[src/rtl/soc_clk_gate_ctrl_if.sv]
// soc_clk_gate_ctrl_if: per-channel activity, wake handshake and gate-enable bundle
interface soc_clk_gate_ctrl_if #(parameter int CH_NUM = 4);
  logic [CH_NUM-1:0] ch_busy, ch_wake_req, ch_wake_ack, gate_en, ch_gated;
  modport master(output ch_busy, ch_wake_req, input ch_wake_ack, gate_en, ch_gated);
  modport slave(input ch_busy, ch_wake_req, output ch_wake_ack, gate_en, ch_gated);
endinterface

[src/rtl/soc_clk_gate_ctrl.sv]
// soc_clk_gate_ctrl: idle-timeout clock gating per channel with wake handshake; SOC_CLK_GATE_STAT_EN enables gated-cycle counters
module soc_clk_gate_ctrl #(
  parameter int CH_NUM = 4,
  parameter int IDLE_W = 8,
  parameter int WAKE_LAT = 2
) (
  input  logic                 clk,
  input  logic                 rst_b,
  input  logic [IDLE_W-1:0]    idle_thresh,
  input  logic                 force_on,
  input  logic                 stat_clr,
  output logic [CH_NUM*16-1:0] gated_cyc_cnt,
  soc_clk_gate_ctrl_if.slave   cg
);
  typedef enum logic [1:0] {RUN, OFF, WAKE} st_t;
  localparam int WW = WAKE_LAT > 1 ? $clog2(WAKE_LAT) : 1;
  logic [CH_NUM-1:0] gate_en_r, ack_v, gated_v;
  assign cg.gate_en = gate_en_r | {CH_NUM{force_on}};
  assign cg.ch_wake_ack = ack_v;
  assign cg.ch_gated = gated_v;
  for (genvar i = 0; i < CH_NUM; i++) begin : g_ch
    st_t st, st_n;
    logic [IDLE_W-1:0] icnt, icnt_n;
    logic [WW-1:0] wcnt, wcnt_n;
    logic act, hold, hit;
    assign act = cg.ch_busy[i] | cg.ch_wake_req[i];
    assign hold = idle_thresh == '0 || force_on;
    assign hit = !act && !hold && ({1'b0, icnt} + 1'b1 >= {1'b0, idle_thresh});
    // next state and counters; icnt is held at zero outside RUN so each wake starts a fresh idle count
    always_comb begin
      st_n = st == RUN ? (hit ? OFF : RUN) : st == OFF ? (act ? WAKE : OFF) : (wcnt == WW'(WAKE_LAT - 1) ? RUN : WAKE);
      icnt_n = (st != RUN || act || hold) ? '0 : (&icnt ? icnt : icnt + 1'b1);
      wcnt_n = st == WAKE ? wcnt + 1'b1 : '0;
    end
    // state and counter registers; reset leaves the clock running
    always_ff @(posedge clk or negedge rst_b)
      if (!rst_b) begin
        st <= RUN;
        icnt <= '0;
        wcnt <= '0;
      end else begin
        st <= st_n;
        icnt <= icnt_n;
        wcnt <= wcnt_n;
      end
    assign gate_en_r[i] = st != OFF;
    assign ack_v[i] = st == RUN;
    assign gated_v[i] = st == OFF;
`ifdef SOC_CLK_GATE_STAT_EN
    logic [15:0] gcnt;
    // saturating count of edges spent gated without override; clear wins
    always_ff @(posedge clk or negedge rst_b)
      if (!rst_b) gcnt <= '0;
      else if (stat_clr) gcnt <= '0;
      else if (st == OFF && !force_on && !(&gcnt)) gcnt <= gcnt + 1'b1;
    assign gated_cyc_cnt[16*i +: 16] = gcnt;
`else
    assign gated_cyc_cnt[16*i +: 16] = '0;
`endif
  end
`ifndef SOC_CLK_GATE_STAT_EN
  logic unused_stat_clr;
  assign unused_stat_clr = stat_clr;
`endif
endmodule

[src/flat_wrapper.sv]
// flat-port wrapper written by rule: the top's interface ports become plain ports
module soc_clk_gate_ctrl_flat 
#(
  parameter int CH_NUM = 4,
  parameter int IDLE_W = 8,
  parameter int WAKE_LAT = 2
)
  (clk, rst_b, idle_thresh, force_on, stat_clr, gated_cyc_cnt, cg_ch_busy, cg_ch_wake_req, cg_ch_wake_ack, cg_gate_en, cg_ch_gated);
  soc_clk_gate_ctrl_if #(.CH_NUM(CH_NUM)) cg_i ();
  input  logic clk;
  input  logic rst_b;
  input  logic [IDLE_W-1:0] idle_thresh;
  input  logic force_on;
  input  logic stat_clr;
  output logic [CH_NUM*16-1:0] gated_cyc_cnt;
  input wire logic [$bits(cg_i.ch_busy)-1:0] cg_ch_busy;
  input wire logic [$bits(cg_i.ch_wake_req)-1:0] cg_ch_wake_req;
  output wire logic [$bits(cg_i.ch_wake_ack)-1:0] cg_ch_wake_ack;
  output wire logic [$bits(cg_i.gate_en)-1:0] cg_gate_en;
  output wire logic [$bits(cg_i.ch_gated)-1:0] cg_ch_gated;
  assign cg_i.ch_busy = cg_ch_busy;
  assign cg_i.ch_wake_req = cg_ch_wake_req;
  assign cg_ch_wake_ack = cg_i.ch_wake_ack;
  assign cg_gate_en = cg_i.gate_en;
  assign cg_ch_gated = cg_i.ch_gated;
  soc_clk_gate_ctrl #(.CH_NUM(CH_NUM), .IDLE_W(IDLE_W), .WAKE_LAT(WAKE_LAT)) u_core (.clk(clk), .rst_b(rst_b), .idle_thresh(idle_thresh), .force_on(force_on), .stat_clr(stat_clr), .gated_cyc_cnt(gated_cyc_cnt), .cg(cg_i));
endmodule
[config.mk]
export PLATFORM = sky130hd
export DESIGN_NAME = soc_clk_gate_ctrl_flat
export DESIGN_NICKNAME = d
export VERILOG_FILES = /design/src/rtl/soc_clk_gate_ctrl_if.sv /design/src/rtl/soc_clk_gate_ctrl.sv /design/src/flat_wrapper.sv
export SDC_FILE = /design/constraint.sdc
export NUM_CORES = 1
export LEC_CHECK = 0
export ABC_AREA = 1
export CAP_MARGIN = 10
export CORE_UTILIZATION = 25
export DETAILED_ROUTE_END_ITERATION = 6
export SLEW_MARGIN = 20
export SYNTH_ARGS = -nofsm -noshare
export SYNTH_HDL_FRONTEND = slang
export SYNTH_SLANG_ARGS = --single-unit
[constraint.sdc]
create_clock -name clk -period 1.9 [get_ports clk]
set_clock_uncertainty 0.15 [all_clocks]
set_input_delay 0.285 -clock clk [delete_from_list [all_inputs] [get_ports clk]]
set_output_delay 0.285 -clock clk [all_outputs]
set_load 0.02 [all_outputs]
# --- Yosys cells after proc, flatten, opt, wreduce, memory -nomap -nowiden ---
# Index checks and enable logic that the tools add are counted.
totals:
  register_bits: 44
  in_bits: 20
  out_inout_bits: 76
  wordCells: 116
classes:
  n_addsub: 12
  order_cmp: 4
  n_eq_ne: 16
  mux: 32
  n_bitwise: 5
  reduce_logical: 35
op_table:
  columns: ["op", "count"]
  rows:
  - ["$mux W8", 8]
  - ["$add A8 B1 Y9 const B", 4]
  - ["$ge A9 B8 Y1", 4]
  - ["$add A8 B1 Y8 const B", 4]
  - ["$mux W2", 16]
  - ["$reduce_and A8 Y1", 4]
  - ["$ne A2 B1 Y1 const B", 8]
  - ["$logic_or A1 B1 Y1", 9]
  - ["$eq A2 B1 Y1 const B", 4]
  - ["$eq A2 B2 Y1 const B", 4]
  - ["$logic_and A1 B1 Y1", 8]
  - ["$logic_not A2 Y1", 4]
  - ["$logic_not A8 Y1", 1]
  - ["$mux W1", 8]
  - ["$reduce_bool A2 Y1", 4]
  - ["$logic_not A1 Y1", 5]
  - ["$add A1 B1 Y1 const B", 4]
  - ["$or A1 B1 Y1", 4]
  - ["$or A4 B4 Y4", 1]

# --- Logic depth before layout (Yosys ltp) ---
# Gate-level depths: netlist of the first run.
logic_depth:
  word_depth: 7
  depth_mapped: 16
  ltp_nobuf: 16

# --- Worst setup path after synthesis of the first run ---
# OpenSTA, ideal clock, no wires.
synth_timing:
  kind: "reg-to-reg"
  start: "reg u_core.g_ch[0].icnt[0]"
  end: "reg u_core.g_ch[0].st[0]"
  setup_ns: 0.116
  t_arrival_ns: 1.687
  required_time_ns: 1.634
  path_slack_ns: -0.054
  stages_incl_launch_ff: 13
  path_buffers: 0
  synth_period_minus_slack_ns: 1.954
  cell_sequence: "dfrtp_1 ha_1 nand3_1 nor2_2 xor2_1 inv_1 ha_1 a21oi_1 nand2_1 nand2_1 nand2_1 nand2_1 nand2_1"
synth_via:
  elab_chain_len: 5
synth_lines:
  columns: ["element", "line", "source"]
  rows:
  - ["from (decl)", "soc_clk_gate_ctrl.sv:23", "logic [IDLE_W-1:0] icnt, icnt_n;"]
  - ["from (signal assigned)", "soc_clk_gate_ctrl.sv:43", "icnt <= icnt_n;"]
  - ["$add A8 B1 Y9", "soc_clk_gate_ctrl.sv:28", "assign hit = !act && !hold && ({1'b0, icnt} + 1'b1 >= {1'b0, idle_thresh});"]
  - ["$ge A9 B8 Y1", "soc_clk_gate_ctrl.sv:28", null]
  - ["$logic_and A1 B1 Y1", "soc_clk_gate_ctrl.sv:28", null]
  - ["$mux W1", "soc_clk_gate_ctrl.sv:31", "st_n = st == RUN ? (hit ? OFF : RUN) : st == OFF ? (act ? WAKE : OFF) : (wcnt == WW'(WAKE_LAT - 1) ? RUN : WAK ..."]
  - ["$mux W2", "soc_clk_gate_ctrl.sv:31", null]
  - ["named net u_core.g_ch[0].st_n[0]", "soc_clk_gate_ctrl.sv:22", "st_t st, st_n;"]
  - ["to (signal assigned)", "soc_clk_gate_ctrl.sv:42", "st <= st_n;"]
  - ["to (decl)", "soc_clk_gate_ctrl.sv:22", null]
# The timed path passes the listed nets, and every way through them passes these cells.
# A chain may end at the register's enable or synchronous reset.

# --- Final worst setup path of the first run ---
# Ends and elaborated chain as after synthesis.

==> impl_metrics.yaml, run 1 <==
worst_setup_path:
  start_kind: "register"
  crit_chain: "ha_4, nand3_4, nor2_4, xor2_2, inv_2, ha_4, nand2_1, inv_1, nand2_1, nand2_1, nand2_1, nand2_1, nand2_1, nand2_1"
  critPathKind: "register to register"
  path_delay_family: "simple AND/OR/NAND/NOR gates"
  arrival_ns: 2.11
  max_stage_delay_ns: 0.41
  timing.rr.start: "u_core.g_ch[0].icnt[0]"
  r2r_cells: 14
  crit_path_frequent_cell: "nand2_1"
  worst-path-max-fanout: 2
  end_kind: "register"
  cpMaxStageDelayCell: "dfrtp_1"
  r2r_end: "u_core.g_ch[0].st[0]"
  crit_required_ns: 1.98
  cp-startpoint: "u_core.g_ch[0].icnt[0]"
  crit_cells: 14
  endpoint: "u_core.g_ch[0].st[0]"
  r2r_slack_ns: -0.14
  crit_buf_inv: 2
timing:
  setup_viol_count_final: 4
  min_period_over_period_pct: 107
  slew_violations: 0
  rsz0062_at_grt: "yes"
  post-route-min-period_ns: 2.04
  fmax_ghz: 0.491
  fin_ws_ns: -0.137
  hold_viol: 0
yosys:
  netlist_area_um2: 3490
  synth_top_area_share_pct: 31.5
  avgSynthCellArea_um2: 7.56
  yosys-top-cells-area: "dfrtp_1, buf_4, ha_1"
  postSynthCellCount: 462
  yosys_warnings: 0
  synth-seq-cells: 44
  yosysTopAreaCell: "dfrtp_1"
  seq_area_frac_synth_pct: 31.5
  synth.distinct_cells: 25
detailed_routing:
  drc: 0
  routed_via_density: 3.91
  drt_wl_total_um: 7650
  drtAntennaViolNets: 0
  drt_first_pass_iters: 4
  wl_per_cell_um: 10.5
  vias: 2858
  dr.first_iter.drc_count: 60
power:
  p_per_area_nw_per_um2: 474
  ir_drop_mv: 0.383
  total_power_mw: 2.31
  p_leak_nw: 2.60
run:
  drv_cap: 0
cells_and_area:
  seq_area_um2: 1100
  drive_gt1_share_pct: 26.3
  fin_util_pct: 36.2
  nets: 610
  antennaDiodeCount: 0
  areaGrowthSynthToFinish_pct: 39.3
  fill_cells: 1393
  multi_input_area_um2: 2310
grt:
  grt_pass1_wl_um: 12200
  overflow: 0
  grt_max_degree: 20
  grt_pass1_vias: 2634
  grtUsageTotal_pct: 10.5
  antenna_found_initial: 0
floorplan:
  initial_core_util_pct: 26.0
  die-area_um2: 14500
  rows: 42
  ioPinCount: 96
  die_x_um: 120
  coreArea_um2: 13500
  die_h_um: 120
cts:
  clock-sinks: 44
  clockBufferDepth: 2
  cts.clk_slew.worst_paths_ns: 0.06
  cts_tree: "done"
  clockRootBuffer: "clkbuf_16"
  clock_latency_ns: 0.29
  cts_buffers: 5
  htree_levels: 2
hold_path:
  hp-class: "primary input to async pin"
placed_design:
  hpwl_um: 5700
  io_buffers: 30
  gp_congestion: 0.763
status:
  status: "finished, violations left"
  violations: "negative setup slack"
-- cell type report --
class                   count  share of cell area, %
inverters                  79                   6.22
flip-flops and latches     44                   22.7
clock buffers               6                   2.65
repair buffers             86                   15.7
multi-input cells         338                   47.5
clock inverters             2                  0.720
well taps                 176                   4.53
-- per-stage QoR --
step	setup TNS, ns	area, µm²	hold WS [ns]	setup WS [ns]	std cells
finish	-0.360	4870	0.279	-0.137	731
global route	-1.05	4870	0.312	-0.280	731
detailed placement	-5.20	4060	0.0578	-0.203	703
floorplan	-0.0438	3740	-0.161	-0.0438	525
CTS	-0.376	4540	0.290	-0.113	724
global placement	-3.22	4060	0.0570	-0.202	703
-- registers in the layout, summed over array words and instances, names as in the netlist --
signal,count
u_core.g_ch.icnt,32
u_core.g_ch.st,8
u_core.g_ch.wcnt,4
-- cell usage after synthesis --
cell type  instances
xnor2_1            2
nand4_1            4
dfrtp_1           44
conb_1             1
o21a_1             4
o21bai_1           2
nand3_1           14
xor2_1            15
nor2_2             6
o31ai_1            1
ha_1              36
inv_1             71
nand4_2            1
nor3_4             1
inv_2              8
nor3_2             2
nor3_1             2
nand2_1          102
or2_2              3
nand2_2            2
o21ai_0            6
nor2_1            41
nand3_2            4
a21oi_1           26
buf_4             64
-- worst min path at each step --
stage / start / slack (ns) / end
6_report: rst_b / 0.28 / u_core.g_ch[0].icnt[3]
5_1_grt: u_core.g_ch[3].st[0] / 0.31 / u_core.g_ch[3].wcnt
4_1_cts: rst_b / 0.29 / u_core.g_ch[0].icnt[0]
3_5_place_dp: rst_b / 0.06 / u_core.g_ch[0].icnt[0]
3_3_place_gp: rst_b / 0.06 / u_core.g_ch[0].icnt[0]
2_1_floorplan: rst_b / -0.16 / u_core.g_ch[0].icnt[0]
-- cell families after synthesis --
family | share of synthesized area [%]
flops | 31.5
buf+inv | 22.2
fa+ha+maj | 12.9
xor+xnor | 4.26
compound gates | 6.09
other cells | 0.107
simple gates | 22.9
-- what timing repair did --
action / 4_1_cts / 5_1_grt
pin swaps: 28 / 24
setup endpoints to repair: 13 / 19
hold buffers: 1 / 0
setup buffers: 12 / 8
hold endpoints to repair: 11 / 0
gates resized for setup: 48 / 52
-- power by group --
part,total [mW],switching [mW],internal (mW)
registers,0.961,0.0100,0.951
clock network,0.970,0.351,0.618
logic,0.375,0.252,0.122
total,2.31,0.614,1.69
-- worst register-to-register path, stage by stage (launching register included) --
cell	delay, ns
dfrtp_1	0.41
ha_4	0.17
nand3_4	0.12
nor2_4	0.15
xor2_2	0.22
inv_2	0.07
ha_4	0.27
nand2_1	0.04
inv_1	0.04
nand2_1	0.06
nand2_1	0.07
nand2_1	0.05
nand2_1	0.06
nand2_1	0.05
nand2_1	0.05
-- per-layer routing --
metal	vias to the layer above	part of all wire [%]	track usage, %
li1	1483	-	-
met1	1308	46	14.8
met2	65	49	17.3
met3	2	4.3	1.51
met4	0	0.29	1.62
met5	-	0	0
-- cells in the final DEF (no fill, tap or decap), drive strengths merged, types with 6 or more instances in the layout --
cell type      Yosys  final
a21oi             26     26
buf               64     56
clkbuf             0      6
clkdlybuf4s50      0     15
conb               1     64
dfrtp             44     44
dlygate4sd2        0      9
ha                36     36
inv               79     78
nand2            104    104
nand3             18     18
nor2              47     47
o21ai              6      6
xor2              15     15
Note: power is estimated with default switching activity, not from simulation.
==> run 2, diff against run 1 <==
Settings changed: CAP_MARGIN 10 to 15.
Clock period 1.9 ns to 2.5 ns, I/O delays scaled along.
==> run 2 against run 1 <==
  * The run now ends clean
  * Non-clock buffer count shrank 54
  * Critical path type is now primary input to output port
  * Utilization shrank 6.8 points
  * Largest power group unchanged
  * Setup slack gained 0.42 ns
  * Routed wire length shrank 16%
  * Register-to-register slack gained 0.44 ns
  * Largest cell class unchanged
==> impl_metrics.yaml, run 2 (synthesis results as in run 1) <==
grt:
  overflow: 0
  grt_max_degree: 45
  grtUsageTotal_pct: 9.33
  grt_pass1_wl_um: 10700
  grt_pass1_vias: 2292
  antenna_found_initial: 0
detailed_routing:
  dr.first_iter.drc_count: 67
  drtAntennaViolNets: 0
  routed_via_density: 3.84
  drt_wl_total_um: 6410
  vias: 2597
  wl_per_cell_um: 9.47
  drc: 0
  drt_first_pass_iters: 4
floorplan:
  die_h_um: 120
  die_x_um: 120
  coreArea_um2: 13500
  die-area_um2: 14500
  initial_core_util_pct: 26.0
  ioPinCount: 96
  rows: 42
placed_design:
  gp_congestion: 0.770
  io_buffers: 30
  pre_cts_ws_ns: 0.262
  hpwl_um: 5050
  dp.cells: 669
worst_setup_path:
  worst-path-max-fanout: 4
  r2r_slack_ns: 0.30
  arrival_ns: 1.70
  r2r_cells: 12
  cpMaxStageDelayCell: "clkdlybuf4s50_1"
  timing.rr.start: "u_core.g_ch[0].icnt[0]"
  end_kind: "output port"
  crit_required_ns: 1.98
  crit_path_frequent_cell: "clkdlybuf4s50_1"
  max_stage_delay_ns: 0.60
  critPathKind: "primary input to output port"
  crit_chain: "clkdlybuf4s50_1, inv_1, nand2_1, clkdlybuf4s50_1"
  start_kind: "primary input"
  r2r_end: "u_core.g_ch[0].st[0]"
cells_and_area:
  areaGrowthSynthToFinish_pct: 13.3
  largest_reg_flops: 32
  mostFrequentLayoutCells: "nand2_1, inv_1, conb_1"
  reg_top3: "u_core.g_ch.icnt: 32 flops, u_core.g_ch.st: 8 flops, u_core.g_ch.wcnt: 4 flops"
  final_common_cell: "nand2_1"
  antennaDiodeCount: 0
  top_register: "u_core.g_ch.icnt"
  finalNonFillerCells: 677
  drive_gt1_share_pct: 7.58
  nets: 556
timing:
  fmax_ghz: 0.450
  tightestPinTransition_ns: 0.566
  post-route-min-period_ns: 2.22
  hold_viol: 0
  slew_violations: 0
  setup_viol_count_final: 0
  slew_headroom_pct: 62.3
  setup_tns_ns: 0
  min_period_over_period_pct: 88.8
  fin_ws_ns: 0.279
  rsz0062_at_grt: "no"
run:
  drv_cap: 0
power:
  p_per_area_nw_per_um2: 446
  ir_drop_mv: 0.241
  p_leak_nw: 2.29
cts:
  cts.clk_slew.worst_paths_ns: 0.07
  postCtsSetupBuffers: 0
  cts.repair.resized: 0
  htree_levels: 2
  clockRootBuffer: "clkbuf_16"
  cts_buffers: 5
  clock_latency_ns: 0.29
  postCtsHoldBufs: 0
  cts_tree: "done"
  clock-sinks: 44
  clockBufferDepth: 2
hold_path:
  hp-class: "primary input to async pin"
status:
  status: "complete, no violations"
-- run 2: report_power, final --
part	leakage, nW	total [mW]	internal (mW)	switching, mW
clock network	0.0871	0.795	0.501	0.294
logic	1.59	0.240	0.0643	0.176
registers	0.612	0.730	0.723	0.00773
-- run 2: critical path: cells and delay by family --
family | cells | cell delay [ns]
buf+inv | 3 | 1.22
simple gates | 1 | 0.10
-- run 2: how the worst max path moves through the flow --
stage                                 startpoint                endpoint  slack [ns]  cells past startpoint
after CTS                               force_on           cg_gate_en[1]        0.26                      4
after global placement                  force_on           cg_gate_en[1]        0.27                      4
final                                   force_on           cg_gate_en[1]        0.28                      4
after detailed placement          idle_thresh[7]  u_core.g_ch[1].icnt[0]        0.26                      9
after global routing      u_core.g_ch[0].icnt[0]    u_core.g_ch[0].st[0]        0.05                     12
after floorplan           u_core.g_ch[0].icnt[0]    u_core.g_ch[0].st[0]        0.55                     12
-- run 2: metal layers --
metal | GRT usage (%) | share of wire (%) | up-vias
met5 | 0 | 0 | -
li1 | - | - | 1380
met4 | 3.01 | 1.2 | 0
met3 | 1.98 | 5.4 | 8
met2 | 13.6 | 40 | 72
met1 | 13.5 | 53 | 1137
-- run 2: layout make-up --
| class | count | area, µm² |
|---|---|---|
| flip-flops and latches | 44 | 1100 |
| well taps | 176 | 220 |
| repair buffers | 32 | 310 |
| clock buffers | 6 | 139 |
| clock inverters | 2 | 38.8 |
| inverters | 79 | 297 |
| multi-input cells | 338 | 1850 |
| fillers | 1483 | 9500 |
-- run 2: stage by stage --
step	hold slack, ns	cell area, µm²	power [mW]	utilization [%]
2_1_floorplan	-0.0706	3730	0.981	-
3_3_place_gp	0.284	3780	0.983	28.1
3_5_place_dp	0.290	3780	0.985	28.1
4_1_cts	0.0406	3960	1.78	29.4
5_1_grt	0.0807	3960	1.84	29.4
6_report	0.000757	3960	1.77	29.4
